### src/rtl/hilo_div_unit.sv
// ---------------------------------------------------------------------------
// hilo_div_unit
//
// Architectural HI/LO register pair with a 32-step restoring divider.
// HI/LO accept single-cycle writes from the ALU path (MTHI/MTLO/MULT/MULTU)
// and receive the DIV/DIVU result (LO = quotient, HI = remainder) one edge
// after the divider reaches DONE. The busy/done pair feeds the stall logic.
//
// Ports:
//   clk         rising-edge clock
//   resetn      asynchronous active-low reset
//   hi_we       HI write strobe from the ALU path
//   lo_we       LO write strobe from the ALU path
//   hi_wdata    HI write data
//   lo_wdata    LO write data
//   div_start   start a divide (only honoured in IDLE)
//   div_signed  1 = DIV (two's complement), 0 = DIVU
//   div_a       dividend, sampled with div_start
//   div_b       divisor, sampled with div_start
//   div_cancel  abort an in-flight divide; beats div_start in IDLE
//   div_busy    high while in CALC or DONE
//   div_done    high for the single DONE cycle
//   hi_o        registered HI
//   lo_o        registered LO
// ---------------------------------------------------------------------------
module hilo_div_unit (
  input  logic        clk,
  input  logic        resetn,
  input  logic        hi_we,
  input  logic        lo_we,
  input  logic [31:0] hi_wdata,
  input  logic [31:0] lo_wdata,
  input  logic        div_start,
  input  logic        div_signed,
  input  logic [31:0] div_a,
  input  logic [31:0] div_b,
  input  logic        div_cancel,
  output logic        div_busy,
  output logic        div_done,
  output logic [31:0] hi_o,
  output logic [31:0] lo_o
);

  typedef enum logic [1:0] {
    ST_IDLE = 2'd0,
    ST_CALC = 2'd1,
    ST_DONE = 2'd2
  } state_t;

  state_t      state_r;
  logic [5:0]  cnt_r;      // 6 bits so the count never wraps inside CALC
  logic [31:0] a_lat_r;    // raw dividend, needed for the divide-by-zero HI
  logic [31:0] dvsr_r;     // divisor magnitude
  logic [31:0] quot_r;     // dividend magnitude shifting out, quotient in
  logic [31:0] rem_r;      // partial remainder, always < dvsr_r
  logic        neg_q_r;
  logic        neg_r_r;
  logic        divz_r;
  logic        busy_r;
  logic        done_r;
  logic [31:0] hi_r;
  logic [31:0] lo_r;

  logic [32:0] diff_s;
  logic [31:0] rem_step_s;
  logic        q_bit_s;
  logic [31:0] res_hi_s;
  logic [31:0] res_lo_s;

  // Two's complement negation of a 32-bit value.
  function automatic logic [31:0] neg32(input logic [31:0] val);
    return (~val) + 32'd1;
  endfunction

  // Magnitude of an operand; unsigned operands pass through untouched.
  function automatic logic [31:0] mag32(input logic [31:0] val, input logic sgn);
    logic [31:0] res;
    if (sgn && val[31]) begin
      res = neg32(val);
    end else begin
      res = val;
    end
    return res;
  endfunction

  // One restoring step: shift in the next dividend bit, trial-subtract.
  always_comb begin
    diff_s     = {rem_r, quot_r[31]} - {1'b0, dvsr_r};
    rem_step_s = 32'd0;
    q_bit_s    = 1'b0;
    if (diff_s[32]) begin
      // Trial went negative: restore (keep the shifted remainder).
      rem_step_s = {rem_r[30:0], quot_r[31]};
      q_bit_s    = 1'b0;
    end else begin
      rem_step_s = diff_s[31:0];
      q_bit_s    = 1'b1;
    end
  end

  // Final result with sign fix-up, or the fixed divide-by-zero pattern.
  always_comb begin
    res_hi_s = 32'd0;
    res_lo_s = 32'd0;
    if (divz_r) begin
      res_lo_s = 32'hFFFF_FFFF;
      res_hi_s = a_lat_r;
    end else begin
      if (neg_q_r) begin
        res_lo_s = neg32(quot_r);
      end else begin
        res_lo_s = quot_r;
      end
      if (neg_r_r) begin
        res_hi_s = neg32(rem_r);
      end else begin
        res_hi_s = rem_r;
      end
    end
  end

  // Divider FSM: operand latch, iteration, registered busy/done flags.
  always_ff @(posedge clk or negedge resetn) begin
    if (!resetn) begin
      state_r <= ST_IDLE;
      cnt_r   <= 6'd0;
      a_lat_r <= 32'd0;
      dvsr_r  <= 32'd0;
      quot_r  <= 32'd0;
      rem_r   <= 32'd0;
      neg_q_r <= 1'b0;
      neg_r_r <= 1'b0;
      divz_r  <= 1'b0;
      busy_r  <= 1'b0;
      done_r  <= 1'b0;
    end else begin
      case (state_r)
        ST_IDLE: begin
          if (div_start && !div_cancel) begin
            state_r <= ST_CALC;
            cnt_r   <= 6'd0;
            a_lat_r <= div_a;
            dvsr_r  <= mag32(div_b, div_signed);
            quot_r  <= mag32(div_a, div_signed);
            rem_r   <= 32'd0;
            // Quotient negative when signs differ; remainder follows dividend.
            neg_q_r <= div_signed & (div_a[31] ^ div_b[31]);
            neg_r_r <= div_signed & div_a[31];
            divz_r  <= (div_b == 32'd0);
            busy_r  <= 1'b1;
            done_r  <= 1'b0;
          end else begin
            state_r <= ST_IDLE;
            busy_r  <= 1'b0;
            done_r  <= 1'b0;
          end
        end
        ST_CALC: begin
          if (div_cancel) begin
            state_r <= ST_IDLE;
            busy_r  <= 1'b0;
            done_r  <= 1'b0;
          end else begin
            quot_r <= {quot_r[30:0], q_bit_s};
            rem_r  <= rem_step_s;
            cnt_r  <= cnt_r + 6'd1;
            busy_r <= 1'b1;
            if (cnt_r == 6'd31) begin
              state_r <= ST_DONE;
              done_r  <= 1'b1;
            end else begin
              state_r <= ST_CALC;
              done_r  <= 1'b0;
            end
          end
        end
        ST_DONE: begin
          // Result write happens in the HI/LO block on this same edge.
          state_r <= ST_IDLE;
          busy_r  <= 1'b0;
          done_r  <= 1'b0;
        end
        default: begin
          state_r <= ST_IDLE;
          busy_r  <= 1'b0;
          done_r  <= 1'b0;
        end
      endcase
    end
  end

  // HI/LO registers: divider result in an uncancelled DONE, else ALU writes.
  always_ff @(posedge clk or negedge resetn) begin
    if (!resetn) begin
      hi_r <= 32'd0;
      lo_r <= 32'd0;
    end else if ((state_r == ST_DONE) && !div_cancel) begin
      hi_r <= res_hi_s;
      lo_r <= res_lo_s;
    end else begin
      if (hi_we) begin
        hi_r <= hi_wdata;
      end
      if (lo_we) begin
        lo_r <= lo_wdata;
      end
    end
  end

  assign div_busy = busy_r;
  assign div_done = done_r;
  assign hi_o     = hi_r;
  assign lo_o     = lo_r;

endmodule

### config.mk
export PLATFORM = sky130hd
export DESIGN_NAME = hilo_div_unit
export DESIGN_NICKNAME = d
export VERILOG_FILES = /design/src/rtl/hilo_div_unit.sv
export SDC_FILE = /design/constraint.sdc
export NUM_CORES = 1
export LEC_CHECK = 0
export BUFFER_PORTS_ARGS = -buffer_cell sky130_fd_sc_hd__buf_2
export CORE_ASPECT_RATIO = 1.4
export CORE_MARGIN = 2
export CORE_UTILIZATION = 55
export CTS_BUF_LIST = sky130_fd_sc_hd__clkbuf_4 sky130_fd_sc_hd__clkbuf_8
export DETAILED_ROUTE_END_ITERATION = 8
export PLACE_DENSITY_LB_ADDON = 0.3
export SLEW_MARGIN = 20
export SYNTH_ARGS = -nofsm -noshare
export SYNTH_HDL_FRONTEND = slang
export SYNTH_SLANG_ARGS = --single-unit
### constraint.sdc
create_clock -name clk -period 4.22 [get_ports clk]
set_input_delay 0.211 -clock clk [delete_from_list [all_inputs] [get_ports clk]]
set_output_delay 0.211 -clock clk [all_outputs]
set_load 0.02 [all_outputs]
==> results.toml <==
[floorplan]
boundaryPins = 201
core.rowCount = 66
start_util_pct = 55.9
core_sq_um = 23300
die_area_sq_um = 25000
die_width_microns = 134
die_h_microns = 186

[detailed_routing]
detail_route.iter0.violations = 678
detail_route.drc_violations = 0
finalWirelength_microns = 36700
ant_nets = 0
route.detailed.wl_per_inst_microns = 17.4
detailroute.via_count = 12000
drt_first_pass_iters = 6
detail_route.vias_per_cell = 5.72

[timing]
max_freq_ghz = 0.272
timing.clock.skew_ns = 0.0177
post-route-min-period_ns = 3.67
report.final.slew_viol_count = 0
timing.slew.headroom_pct = 34.0
report.final.setup_viol = 0
final_min_period_over_clock_period_pct = 87.0
hold_ws_ns = 0.0572
max_slew.worst_pin.slew_ns = 0.990
timing.setup.tns_ns = 0
final_hold_viol_count = 0
rsz0062_at_grt = "false"

[setup_path]
critical_path.endpoint_type = "register"
critical_path_required_ns = 4.65
timing_worst_setup_path_type = "register to register"
cp-start-kind = "register"
cp_max_fanout = 5
timing.critical_path.arrival_ns = 4.10

[yosys]
syn-num-nets = 1673
yosys.area.top_type_share_pct = 39.4
synth-edff-count = 0
synth.yosys.warnings = 0
netlist-cell-type-count = 57
total_of_flip_flops_plus_latches_after_synthesis = 205
synth.avg_cell_area_sq_um = 8.68
synth_largest_area_cell = "dfrtp_1"
post_synth_inst_count = 1500
async_flop_share_pct = 100
post_synth_instance_area_sq_um = 13000
list_of_most_frequent_post_synthesis_cells = "222 x nand2_1, 205 x dfrtp_1, 174 x o21ai_0"
ys_seq_area_share_pct = 39.4
yosys.cell_count.top_type = "nand2_1"
ys.flop_type = "dfrtp_1"
synth.top_cells.by_area = "dfrtp_1 39%, o21ai_0 6.7%, xor2_1 6.6%"

[cts]
root_buffer = "clkbuf_8"
clk_latency_ns = 0.57
clk_pin_slew_worst_paths_ns = 0.07
clockBufferDepth = 3
sink_count_of_the_clock_tree = 205
cts-buffers-inserted = 30
post_cts_resize_count = 0
cts_tree = "built"
cts_setup_buffers = 0
cts.htree.levels = 1

[layout]
fin_nets = 1954
final.fill_count = 1835
sequential_cell_area_sq_um = 5130
area.growth.synth_to_final_pct = 23.6
layout-drive-gt1-share_pct = 16.5
final_cell_area_sq_um = 16100
layout.core_utilization_pct = 69.2
final_cell_count_no_fill = 2107
multi_input_area_sq_um = 7430

[power_and_ir_drop]
power.share.clock_pct = 19.6
power.density_nw_per_um2 = 557
combPwrFrac_pct = 47.9
p_switching_mw = 3.66
vdd.ir_drop.worst_mv = 0.409
switching_share_pct = 40.8
seq_power_share_pct = 32.4
internal_power_mw = 5.31
power.leakage_nw = 7.53

[global_route]
first_pass_grt_wire_length_microns = 59900
first_global_vias = 12300
aggregate_global_routing_overflow = 0
grt_max_degree = 100
antenna_found_initial = 1
globalRouteTotalUtil_pct = 29.7

[place]
place.detailed.instances = 1937
io_buffers = 200
total_cell_area_at_the_placement_stage_sq_um = 14300
gp_routability_congestion = 0.874
place.detailed.hpwl_microns = 24800

[outcome]
run_status = "finished, final reports clean"

[min_path]
worstHoldPathType = "primary input to register"

[flow_run]
max_capacitance_violation_total = 0
worst paths after layout:
check | from | slack (ns) | depth (start not counted) | endpoint
max in group asynchronous | resetn | 2.92 | 3 | hi_o[29]
worst max register to register | quot_r[9] | 0.55 | 9 | lo_o[30]
min in group asynchronous | resetn | 0.30 | 2 | dvsr_r[1]
worst max-delay path | quot_r[9] | 0.55 | 9 | lo_o[30]
worst min register to register | dvsr_r[17] | 0.48 | 2 | dvsr_r[17]
worst min-delay path | div_b[31] | 0.06 | 4 | neg_q_r
metal layers:
metal	part of all wire, %	track usage [%]
met1	39	33.8
met2	50	54.1
met3	5.9	4.22
met4	4.9	15.6
met5	0	0
critical path, stage by stage, from the launching register on:
cell     delay, ns
dfrtp_1       0.43
or4_4         0.56
or4_1         0.42
or2_1         0.26
or3_4         0.40
or4_4         0.51
or4_4         0.44
o41ai_2       0.25
xor2_1        0.17
a22oi_1       0.10
cells in the final DEF (no fill, tap or decap), types with 26 or more instances in the layout:
master / netlist / final
dlygate4sd3_1: 0 / 118
nor2_1: 84 / 82
o21ai_0: 174 / 174
nand2_1: 222 / 221
buf_2: 0 / 199
a22oi_1: 38 / 38
xor2_1: 98 / 98
o31ai_1: 27 / 27
mux2i_1: 79 / 79
inv_1: 46 / 46
a21oi_1: 106 / 106
ha_1: 37 / 37
dfrtp_1: 205 / 205
or3_1: 26 / 26
xnor2_1: 51 / 50
clkbuf_8: 0 / 35
metrics by stage:
stage	setup slack, ns	power, mW
after floorplan	0.724	6.00
after global placement	0.600	6.96
after detailed placement	0.553	7.07
after CTS	0.558	8.94
after global routing	0.392	9.69
final	0.547	8.96
registers in the layout, indices dropped and copies added (netlist names):
register and cells:
neg_r_r 1, neg_q_r 1, hi_o 32, quot_r 32, cnt_r 6, state_r 2
dvsr_r 32, a_lat_r 32, div_done 1, rem_r 32, div_busy 1, lo_o 32
divz_r 1
area by class of cell:
| type | instances | share of cell area, % |
|---|---|---|
| multi-input combinational | 1163 | 46.1 |
| sequential | 205 | 31.8 |
| timing repair buffer | 335 | 14.5 |
| clock buffer | 45 | 3.42 |
| tap | 306 | 2.38 |
| inverter | 46 | 1.07 |
| clock inverter | 6 | 0.652 |
| antenna | 1 | 0.0155 |
kinds of logic (layout without fill, tap and decap cells):
group	after synthesis	after routing	share of synthesized area (%)
AOI/OAI and AO/OA	442	442	20.4
xor gates and xnor gates	149	149	10.0
adders and majority gates	38	38	3.71
buffers and inverters	132	432	3.80
DFF	205	205	39.4
muxes	91	91	7.11
other	0	1	0
and+or+nand+nor	443	443	15.5
power by group through the flow:
stage	registers [mW]	clock network, mW	logic, mW
3_3_place_gp	2.90	0	4.06
3_5_place_dp	2.92	0	4.16
5_1_grt	2.98	1.88	4.82
6_report	2.91	1.76	4.30
2_1_floorplan	2.84	0	3.17
4_1_cts	2.89	1.78	4.26
repair_timing:
item | 4_1_cts | 5_1_grt
setup endpoints to repair | 0 | 0
hold buffers | 118 | 0
endpoints found under the hold margin | 219 | 0
Power figures use the tool's default switching activity.
